File: config.mk
export PLATFORM = sky130hd
export DESIGN_NAME = ping_gate
export DESIGN_NICKNAME = d
export VERILOG_FILES = /design/src/rtl/ping_pkg.sv /design/src/rtl/carrier_gen.sv /design/src/rtl/ping_gate.sv
export SDC_FILE = /design/constraint.sdc
export NUM_CORES = 1
export LEC_CHECK = 0
export ABC_AREA = 1
export BUFFER_PORTS_ARGS = -buffer_cell sky130_fd_sc_hd__buf_2
export CAP_MARGIN = 20
export CORE_MARGIN = 3
export CORE_UTILIZATION = 30
export DETAILED_ROUTE_END_ITERATION = 7
export HOLD_SLACK_MARGIN = 0.05
export MAX_ROUTING_LAYER = met4
export SLEW_MARGIN = 15
export SYNTH_ARGS = -nofsm -noshare
export SYNTH_HDL_FRONTEND = slang
export SYNTH_SLANG_ARGS = --single-unit
File: constraint.sdc
create_clock -name clk -period 2.26 [get_ports clk]
set_input_delay 0.226 -clock clk [delete_from_list [all_inputs] [get_ports clk]]
set_output_delay 0.226 -clock clk [all_outputs]
set_load 0.02 [all_outputs]
File: src/rtl/ping_pkg.sv
// ping_pkg: shared types and defaults for the ping_gate transmit-and-time front end.
//   ping_state_t  - FSM state encoding (IDLE, BURST, BLANK, LISTEN, DONE)
//   TOF_W         - width of the time-of-flight / elapsed counter
//   DEF_*         - default parameter values for a 48 MHz clock and 40 kHz carrier
package ping_pkg;

  localparam int unsigned TOF_W = 16;

  localparam int unsigned DEF_CARRIER_DIV    = 600;
  localparam int unsigned DEF_BURST_CYCLES   = 8;
  localparam int unsigned DEF_BLANK_CYCLES   = 4800;
  localparam int unsigned DEF_TIMEOUT_CYCLES = 65535;
  localparam int unsigned DEF_MIN_HIGH       = 3;
  localparam int unsigned DEF_REPEAT_CYCLES  = 4800000;

  typedef enum logic [2:0] {
    StIdle,
    StBurst,
    StBlank,
    StListen,
    StDone
  } ping_state_t;

endpackage

File: src/rtl/carrier_gen.sv
// carrier_gen: complementary carrier burst generator.
// Ports:
//   clk, rst    - clock, asynchronous active-low reset
//   en          - high for the whole burst; low clears the divider and forces outputs low
//   tx_p, tx_n  - complementary carrier; tx_p starts high in the first enabled cycle
//   burst_done  - high in the last cycle of the final half-period
module carrier_gen #(
  parameter int unsigned CARRIER_DIV  = 600,
  parameter int unsigned BURST_CYCLES = 8
) (
  input  logic clk,
  input  logic rst,
  input  logic en,
  output logic tx_p,
  output logic tx_n,
  output logic burst_done
);

  localparam int unsigned DW     = $clog2(CARRIER_DIV + 1);
  localparam int unsigned HALVES = 2 * BURST_CYCLES;
  localparam int unsigned HW     = $clog2(HALVES + 1);

  logic [DW-1:0] div_q;
  logic [HW-1:0] half_q;
  logic          div_wrap;

  assign div_wrap = (div_q == DW'(CARRIER_DIV - 1));

  always_ff @(posedge clk or negedge rst) begin
    if (!rst) begin
      div_q  <= '0;
      half_q <= '0;
    end else if (!en) begin
      div_q  <= '0;
      half_q <= '0;
    end else if (div_wrap) begin
      div_q  <= '0;
      half_q <= half_q + HW'(1);
    end else begin
      div_q <= div_q + DW'(1);
    end
  end

  // Even half-periods drive tx_p, odd ones tx_n; both low whenever disabled.
  assign tx_p       = en & ~half_q[0];
  assign tx_n       = en & half_q[0];
  assign burst_done = en & div_wrap & (half_q == HW'(HALVES - 1));

endmodule

File: src/rtl/ping_gate.sv
// ping_gate: ultrasonic ping transmit, ring-down blanking and echo timing.
// Ports:
//   clk, rst          - 48 MHz clock, asynchronous active-low reset
//   start             - single-cycle trigger, ignored while busy
//   sig               - comparator output, asynchronous to clk
//   tx_p, tx_n        - complementary carrier drive
//   gate              - high from burst start until echo or timeout
//   busy              - high in any state other than idle
//   tof               - gate high time of the last ping, in clocks
//   echo_ok, timeout  - one-cycle completion pulses
// Build option: define PING_AUTO_REPEAT_EN to add a free-running trigger every
// REPEAT_CYCLES clocks, ORed with start.
module ping_gate import ping_pkg::*; #(
  parameter int unsigned CARRIER_DIV    = DEF_CARRIER_DIV,
  parameter int unsigned BURST_CYCLES   = DEF_BURST_CYCLES,
  parameter int unsigned BLANK_CYCLES   = DEF_BLANK_CYCLES,
  parameter int unsigned TIMEOUT_CYCLES = DEF_TIMEOUT_CYCLES,
  parameter int unsigned MIN_HIGH       = DEF_MIN_HIGH,
  parameter int unsigned REPEAT_CYCLES  = DEF_REPEAT_CYCLES
) (
  input  logic             clk,
  input  logic             rst,
  input  logic             start,
  input  logic             sig,
  output logic             tx_p,
  output logic             tx_n,
  output logic             gate,
  output logic             busy,
  output logic [TOF_W-1:0] tof,
  output logic             echo_ok,
  output logic             timeout
);

  localparam int unsigned QW = $clog2(MIN_HIGH + 1);
  localparam int unsigned BW = $clog2(BLANK_CYCLES + 1);

  ping_state_t      state_q;
  logic [TOF_W-1:0] elapsed_q, elapsed_inc;
  logic [BW-1:0]    blank_q;
  logic [QW-1:0]    qual_q, qual_nxt;
  logic             sig_m, sig_s, sig_prev;
  logic             timeout_hit, echo_hit, burst_done, carrier_en, trig;

  // Two-flop synchronizer, plus one more stage to spot low->high transitions of sig_s.
  always_ff @(posedge clk or negedge rst) begin
    if (!rst) begin
      sig_m    <= 1'b0;
      sig_s    <= 1'b0;
      sig_prev <= 1'b0;
    end else begin
      sig_m    <= sig;
      sig_s    <= sig_m;
      sig_prev <= sig_s;
    end
  end

`ifdef PING_AUTO_REPEAT_EN
  logic [31:0] rep_q;
  logic        rep_fire;

  assign rep_fire = (rep_q == 32'(REPEAT_CYCLES - 1));

  always_ff @(posedge clk or negedge rst) begin
    if (!rst) begin
      rep_q <= '0;
    end else begin
      rep_q <= rep_fire ? '0 : rep_q + 32'd1;
    end
  end

  // Only honoured in idle, so a repeat tick during a ping is simply dropped.
  assign trig = start | rep_fire;
`else
  logic unused_repeat;
  assign unused_repeat = ^REPEAT_CYCLES;
  assign trig          = start;
`endif

  always_comb begin
    // Saturating increment: the elapsed count never wraps.
    elapsed_inc = (&elapsed_q) ? elapsed_q : elapsed_q + TOF_W'(1);
    timeout_hit = (elapsed_inc >= TOF_W'(TIMEOUT_CYCLES));

    // Qualifier only arms on a rising edge; a level that was already high stays ignored.
    qual_nxt = '0;
    if (sig_s) begin
      if (qual_q != '0) begin
        qual_nxt = qual_q + QW'(1);
      end else if (!sig_prev) begin
        qual_nxt = QW'(1);
      end
    end
    echo_hit = (qual_nxt == QW'(MIN_HIGH));
  end

  assign carrier_en = (state_q == StBurst);

  carrier_gen #(
    .CARRIER_DIV (CARRIER_DIV),
    .BURST_CYCLES(BURST_CYCLES)
  ) u_carrier (
    .clk       (clk),
    .rst       (rst),
    .en        (carrier_en),
    .tx_p      (tx_p),
    .tx_n      (tx_n),
    .burst_done(burst_done)
  );

  // Completion is registered on the detecting edge, so tof is the final gate high time.
  always_ff @(posedge clk or negedge rst) begin
    if (!rst) begin
      state_q   <= StIdle;
      elapsed_q <= '0;
      blank_q   <= '0;
      qual_q    <= '0;
      gate      <= 1'b0;
      busy      <= 1'b0;
      tof       <= '0;
      echo_ok   <= 1'b0;
      timeout   <= 1'b0;
    end else begin
      echo_ok <= 1'b0;
      timeout <= 1'b0;
      unique case (state_q)
        StIdle: begin
          elapsed_q <= '0;
          qual_q    <= '0;
          if (trig) begin
            state_q <= StBurst;
            gate    <= 1'b1;
            busy    <= 1'b1;
          end
        end
        StBurst: begin
          elapsed_q <= elapsed_inc;
          blank_q   <= '0;
          if (timeout_hit) begin
            state_q <= StDone;
            gate    <= 1'b0;
            tof     <= elapsed_inc;
            timeout <= 1'b1;
          end else if (burst_done) begin
            state_q <= StBlank;
          end
        end
        StBlank: begin
          elapsed_q <= elapsed_inc;
          qual_q    <= '0;
          if (timeout_hit) begin
            state_q <= StDone;
            gate    <= 1'b0;
            tof     <= elapsed_inc;
            timeout <= 1'b1;
          end else if (blank_q == BW'(BLANK_CYCLES - 1)) begin
            state_q <= StListen;
          end else begin
            blank_q <= blank_q + BW'(1);
          end
        end
        StListen: begin
          elapsed_q <= elapsed_inc;
          qual_q    <= qual_nxt;
          // Echo takes priority over a simultaneous timeout.
          if (echo_hit) begin
            state_q <= StDone;
            gate    <= 1'b0;
            tof     <= elapsed_inc;
            echo_ok <= 1'b1;
          end else if (timeout_hit) begin
            state_q <= StDone;
            gate    <= 1'b0;
            tof     <= elapsed_inc;
            timeout <= 1'b1;
          end
        end
        StDone: begin
          state_q <= StIdle;
          busy    <= 1'b0;
        end
        default: begin
          state_q <= StIdle;
          gate    <= 1'b0;
          busy    <= 1'b0;
        end
      endcase
    end
  end

endmodule

Word level (Yosys, flattened, before mapping)
Cells that the tools add are included.

Add/sub/neg operators: 5. Magnitude comparators: 1. Eq/ne operators: 15. Multiplexer cells: 34. Bitwise operators: 7. Reduce and logical (&&, ||, !) cells: 14.

Operator list (number): $pmux W16 S2 (2); $mux W16 (3); $mux W13 (2); $pmux W13 S2 (1); $mux W3 (7); $mux W10 (2); $add A16 B1 Y16 const B (1); $ge A16 B16 Y1 const B (1); $reduce_and A16 Y1 (1); $add A13 B1 Y13 const B (1); $eq A13 B13 Y1 const B (1); $pmux W3 S4 (1); $add A10 B1 Y10 const B (1); $eq A10 B10 Y1 const B (1); $mux W5 (2); $reduce_bool A2 Y1 (5); $ne A3 B3 Y1 const B (3); $mux W1 (8); $ne A2 B2 Y1 const B (4); $eq A3 B2 Y1 const B (2); $add A5 B1 Y5 const B (1); $eq A5 B4 Y1 const B (1); $and A1 B1 Y1 (4); $mux W2 (2); 14 further kinds (19).

Register bits after elaboration: 72. Bits of input ports: 4. Output and inout bits: 22. Word-level logic and storage cells: 90.

Logic depth before layout (Yosys ltp)
Word-level depth: 6. Depth in mapped cells: 16.

Hierarchy
From an unflattened synthesis, not the netlist that was laid out.

Cells, all modules: 527. Area, all modules: 4086.4 um^2.

Modules (own cells, without submodules): ping_gate (instances 1, cells an instance 430, area an instance 3259.4 um^2, seq. area each 1426.4 um^2); carrier_gen (instances 1, cells an instance 97, area an instance 827.0 um^2, seq. area each 375.4 um^2).

Least setup slack after synthesis
No wires, ideal clock.

Kind: reg2reg. Start point: register elapsed_q[0]. End point: register tof[12]. Setup time: 117 ps. Arrival time: 1972 ps. Data required time: 2143 ps. Path slack: 171 ps. Cell stages (with the launch flop): 17. Buffers on the path: 2. Path through: dfrtp_1 > ha_1 > inv_2 > nor2_4 > nand2_2 > nor2_4 > inv_2 > buf_6 > o21ai_1 > nand2_1 > nor2_2 > nand2_4 > nand2_8 > nand2_4 > buf_6 > nand2_1 > nand2_1.

Cells in the longest elaborated chain, start to end: 6. Elaborated cells between the ends (all ways): 7. Those cells by class: add/sub: 1; order compare: 1; mux: 4; reduce/logical: 1.

RTL lines: start, declared (line ping_gate.sv:38) `logic [TOF_W-1:0] elapsed_q, elapsed_inc;`; start signal, assigned (line ping_gate.sv:136) `elapsed_q <= elapsed_inc;`; start signal, assigned (line ping_gate.sv:148) `elapsed_q <= elapsed_inc;`; start signal, assigned (line ping_gate.sv:162) `elapsed_q <= elapsed_inc;`; $add A16 B1 Y16 / $reduce_and A16 Y1 (equally long branches) (line ping_gate.sv:81) `elapsed_inc = (&elapsed_q) ? elapsed_q : elapsed_q + TOF_W'(1);`; $mux W16 * (line ping_gate.sv:81); $ge A16 B16 Y1 (line ping_gate.sv:82) `timeout_hit = (elapsed_inc >= TOF_W'(TIMEOUT_CYCLES));`; $mux W16 (line ping_gate.sv:138, ping_gate.sv:150, ping_gate.sv:170); $mux W16 (line ping_gate.sv:165) `if (echo_hit) begin`; $pmux W16 S2 * (line ping_gate.sv:125) `unique case (state_q)`; end signal, assigned (line ping_gate.sv:141) `tof <= elapsed_inc;`; end signal, assigned (line ping_gate.sv:153) `tof <= elapsed_inc;`; end signal, assigned (line ping_gate.sv:168) `tof <= elapsed_inc;`; end, declared (line ping_gate.sv:29) `output logic [TOF_W-1:0] tof,`.

Every way passes the cells marked *; elsewhere a longest branch is shown, timed or not. A chain may end at the register's enable or synchronous reset.

Worst setup path after layout
Start point: register elapsed_q[0]. End point: register tof[11].

The elaborated chain is that of the path after synthesis.

==> flow_metrics.py <==
metrics = {
    "clock_network": {
        "numCtsBuffers": 9,
        "cts_buffer_depth": 2,
        "clock-root-buffer": "clkbuf_16",
        "cts.reportedPaths.clkPinSlew_ns": 0.06,
        "clock_sinks": 72,
        "cts_tree": "built",
        "clock_latency_ns": 0.33,
        "htreeDepth": 3,
    },
    "hold_path": {
        "min_path_type": "input port to flip-flop",
        "min_path_cells": 3,
    },
    "logic_synthesis": {
        "yosysTopAreaCell": "dfrtp_1",
        "synth_edf_count": 0,
        "ys_ff_latch": 72,
        "syn-num-nets": 509,
        "avgSynthCellArea_um2": 7.72,
        "synth.cell_area_um2": 3850,
        "yosysSeqAreaShare_pct": 46.8,
        "yosysWarningCount": 0,
        "ys.flop_type": "dfrtp_1",
        "syn_inst": 499,
        "ys_types": 35,
        "synth-async-reset-ratio_pct": 100,
        "synth_area_leaders": "dfrtp_1 47%, nand2_1 16%, nand3_1 6.8%, nor2_1 4.9%, inv_1 4.3%",
        "synth_top_area_share_pct": 46.8,
    },
    "layout": {
        "diodes": 0,
        "nFillCells": 1262,
        "drive_gt1_share_pct": 16.1,
        "final_common_cell": "nand2_1",
        "syn_to_final_growth_pct": 21.4,
        "final_cell_mix": "160 x nand2_1, 70 x dfrtp_1, 50 x nand3_1",
        "nets": 558,
    },
    "route": {
        "vias_per_cell": 4.62,
        "via_count": 3333,
        "dr.first_iter.drc_count": 317,
        "wire_per_inst_um": 12.3,
        "drt-total-wl_um": 8850,
        "ant_nets": 0,
        "drtPass1Iterations": 5,
        "drc": 0,
    },
    "floorplanning": {
        "core_area_um2": 12300,
        "ioPinCount": 26,
        "rows": 40,
        "die_x_um": 119,
        "die_h_um": 119,
        "start_util_pct": 31.4,
        "die-area_um2": 14200,
    },
    "grt": {
        "grt_pass1_vias": 3119,
        "grt_max_degree": 73,
        "gr-usage-all-layers_pct": 13.3,
        "grt_pass1_wl_um": 15100,
        "antenna_found_initial": 0,
        "grt.overflow.total": 0,
    },
    "timing": {
        "period_needed_ns": 2.09,
        "setup_tns_ns": 0,
        "slew_headroom_pct": 68.5,
        "fin_ws_ns": 0.169,
        "min_period_over_period_pct": 92.5,
        "finalSetupViolCount": 0,
        "fin_skew_ns": 0.00830,
        "report.final.slew_viol_count": 0,
        "finalHoldViolCount": 0,
        "tightest_slew_ns": 0.469,
        "clock.fmax_ghz": 0.478,
    },
    "placed_design": {
        "port_buffers": 25,
        "dp_slack_ns": 0.0281,
        "hpwl_um": 6190,
        "routabilityCongestion": 0.902,
    },
    "power_and_ir_drop": {
        "p_leak_nw": 2.26,
        "worst_ir_drop_vdd_mv": 0.487,
        "p_per_area_nw_per_um2": 857,
    },
    "outcome": {
        "status": "finished clean",
    },
    "critical_path": {
        "slowest_stage": "dfrtp_1",
        "required_ns": 2.52,
        "worst_setup_path_end_kind": "flip-flop",
        "cpPeakStageDelay_ns": 0.37,
        "crit_path_frequent_cell": "nand2_1",
        "arrival_ns": 2.35,
        "critPathMaxFanout": 13,
        "reg2reg_depth": 14,
        "critPathLaunchType": "flip-flop",
        "criticalPathCategory": "flip-flop to flip-flop",
        "crit_chain": "ha_2 > nand3_1 > nor2_2 > nand3_1 > nand2_1 > nand2_1 > o21ai_1 > nand2_1 > nor2_4 > nand2_4 > nand2_8 > buf_12 > nand3_1 > nand2_1",
    },
    "flow_run": {
        "cap_violations": 0,
    },
}
-- sequential cells by signal (all words and copies together), names as in the netlist --
signal / cells
echo_ok: 1
u_carrier.half_q: 5
sig_s: 1
elapsed_q: 16
busy: 1
qual_q: 2
state_q: 3
tof: 16
gate: 1
blank_q: 13
timeout: 1
sig_m: 1
u_carrier.div_q: 10
sig_prev: 1
-- metal layers --
metal	routed length [µm]	share of wire (%)	GRT usage, %	vias to the layer above
met5	0	0	-	-
met4	96	1.1	5.58	0
met3	339	3.8	1.95	7
met2	3930	44	19.5	65
met1	4480	51	18.4	1564
li1	-	-	-	1697
-- cell type report --
cell class                 count  area, µm²  share of cell area, %
sequential                    72       1800                   38.6
tap                          168        210                   4.49
inverter                      47        179                   3.82
multi-input combinational    367       1850                   39.4
clock inverter                 3       42.5                  0.909
clock buffer                  13        240                   5.13
timing repair buffer          51        358                   7.65
-- metrics by stage --
step	cells	hold slack (ns)	area [µm²]	util, %	total power, mW
after floorplan	499	-0.0696	3850	-	2.23
after global placement	700	0.283	4300	35.0	2.56
after detailed placement	700	0.290	4300	35.0	2.58
after CTS	718	0.197	4600	37.5	3.97
after global routing	721	0.220	4680	38.2	4.27
final	721	0.202	4680	38.2	4.01
-- where the power goes --
group	internal (mW)	total, mW	switching [mW]
Combinational	0.381	1.17	0.785
Sequential	1.39	1.48	0.0866
Clock	0.854	1.37	0.514
-- cells by family (layout without fill, tap and decap cells) --
kind of cell | Yosys count | count (layout) | synth area share (%)
AND/OR/NAND/NOR | 301 | 301 | 34.4
buffers and inverters | 60 | 114 | 6.62
AO/OA/AOI/OAI | 44 | 44 | 6.40
XOR/XNOR | 16 | 16 | 3.83
flip-flops | 72 | 72 | 46.8
adder cells (fa/ha/maj) | 6 | 6 | 1.95
-- final timing paths --
path | endpoint | startpoint | slack (ns)
max in group asynchronous | elapsed_q[3] | rst | 1.46
worst min register to register | sig_s | sig_m | 0.35
min in group asynchronous | elapsed_q[11] | rst | 0.43
worst min-delay path | busy | start | 0.20
worst max-delay path | tof[11] | elapsed_q[0] | 0.17
worst max register to register | tof[11] | elapsed_q[0] | 0.17
-- synth_stat cells (all sizes together) (6+ instances only) --
| cell type | number |
|---|---|
| nand2 | 168 |
| dfrtp | 72 |
| nor2 | 57 |
| nand3 | 52 |
| inv | 47 |
| o21ai | 24 |
| xor2 | 12 |
| a21oi | 10 |
| nor3 | 9 |
| clkbuf | 7 |
| nand4 | 7 |
| buf | 6 |
| ha | 6 |
-- timing repair --
action	in CTS	in global routing
endpoints found under the hold margin	73	0
setup endpoints to repair	0	33
buffers inserted	0	3
resized for setup	0	17
hold buffers	2	0
-- critical path: cells and delay by family, from the launching register on --
family                   cells  cell delay (ns)
AO/OA/AOI/OAI                1             0.13
adder cells (fa/ha/maj)      1             0.22
buffers and inverters        1             0.13
flip-flops                   1             0.37
AND/OR/NAND/NOR             11             1.17
Note: power is estimated with default switching activity, not from simulation.
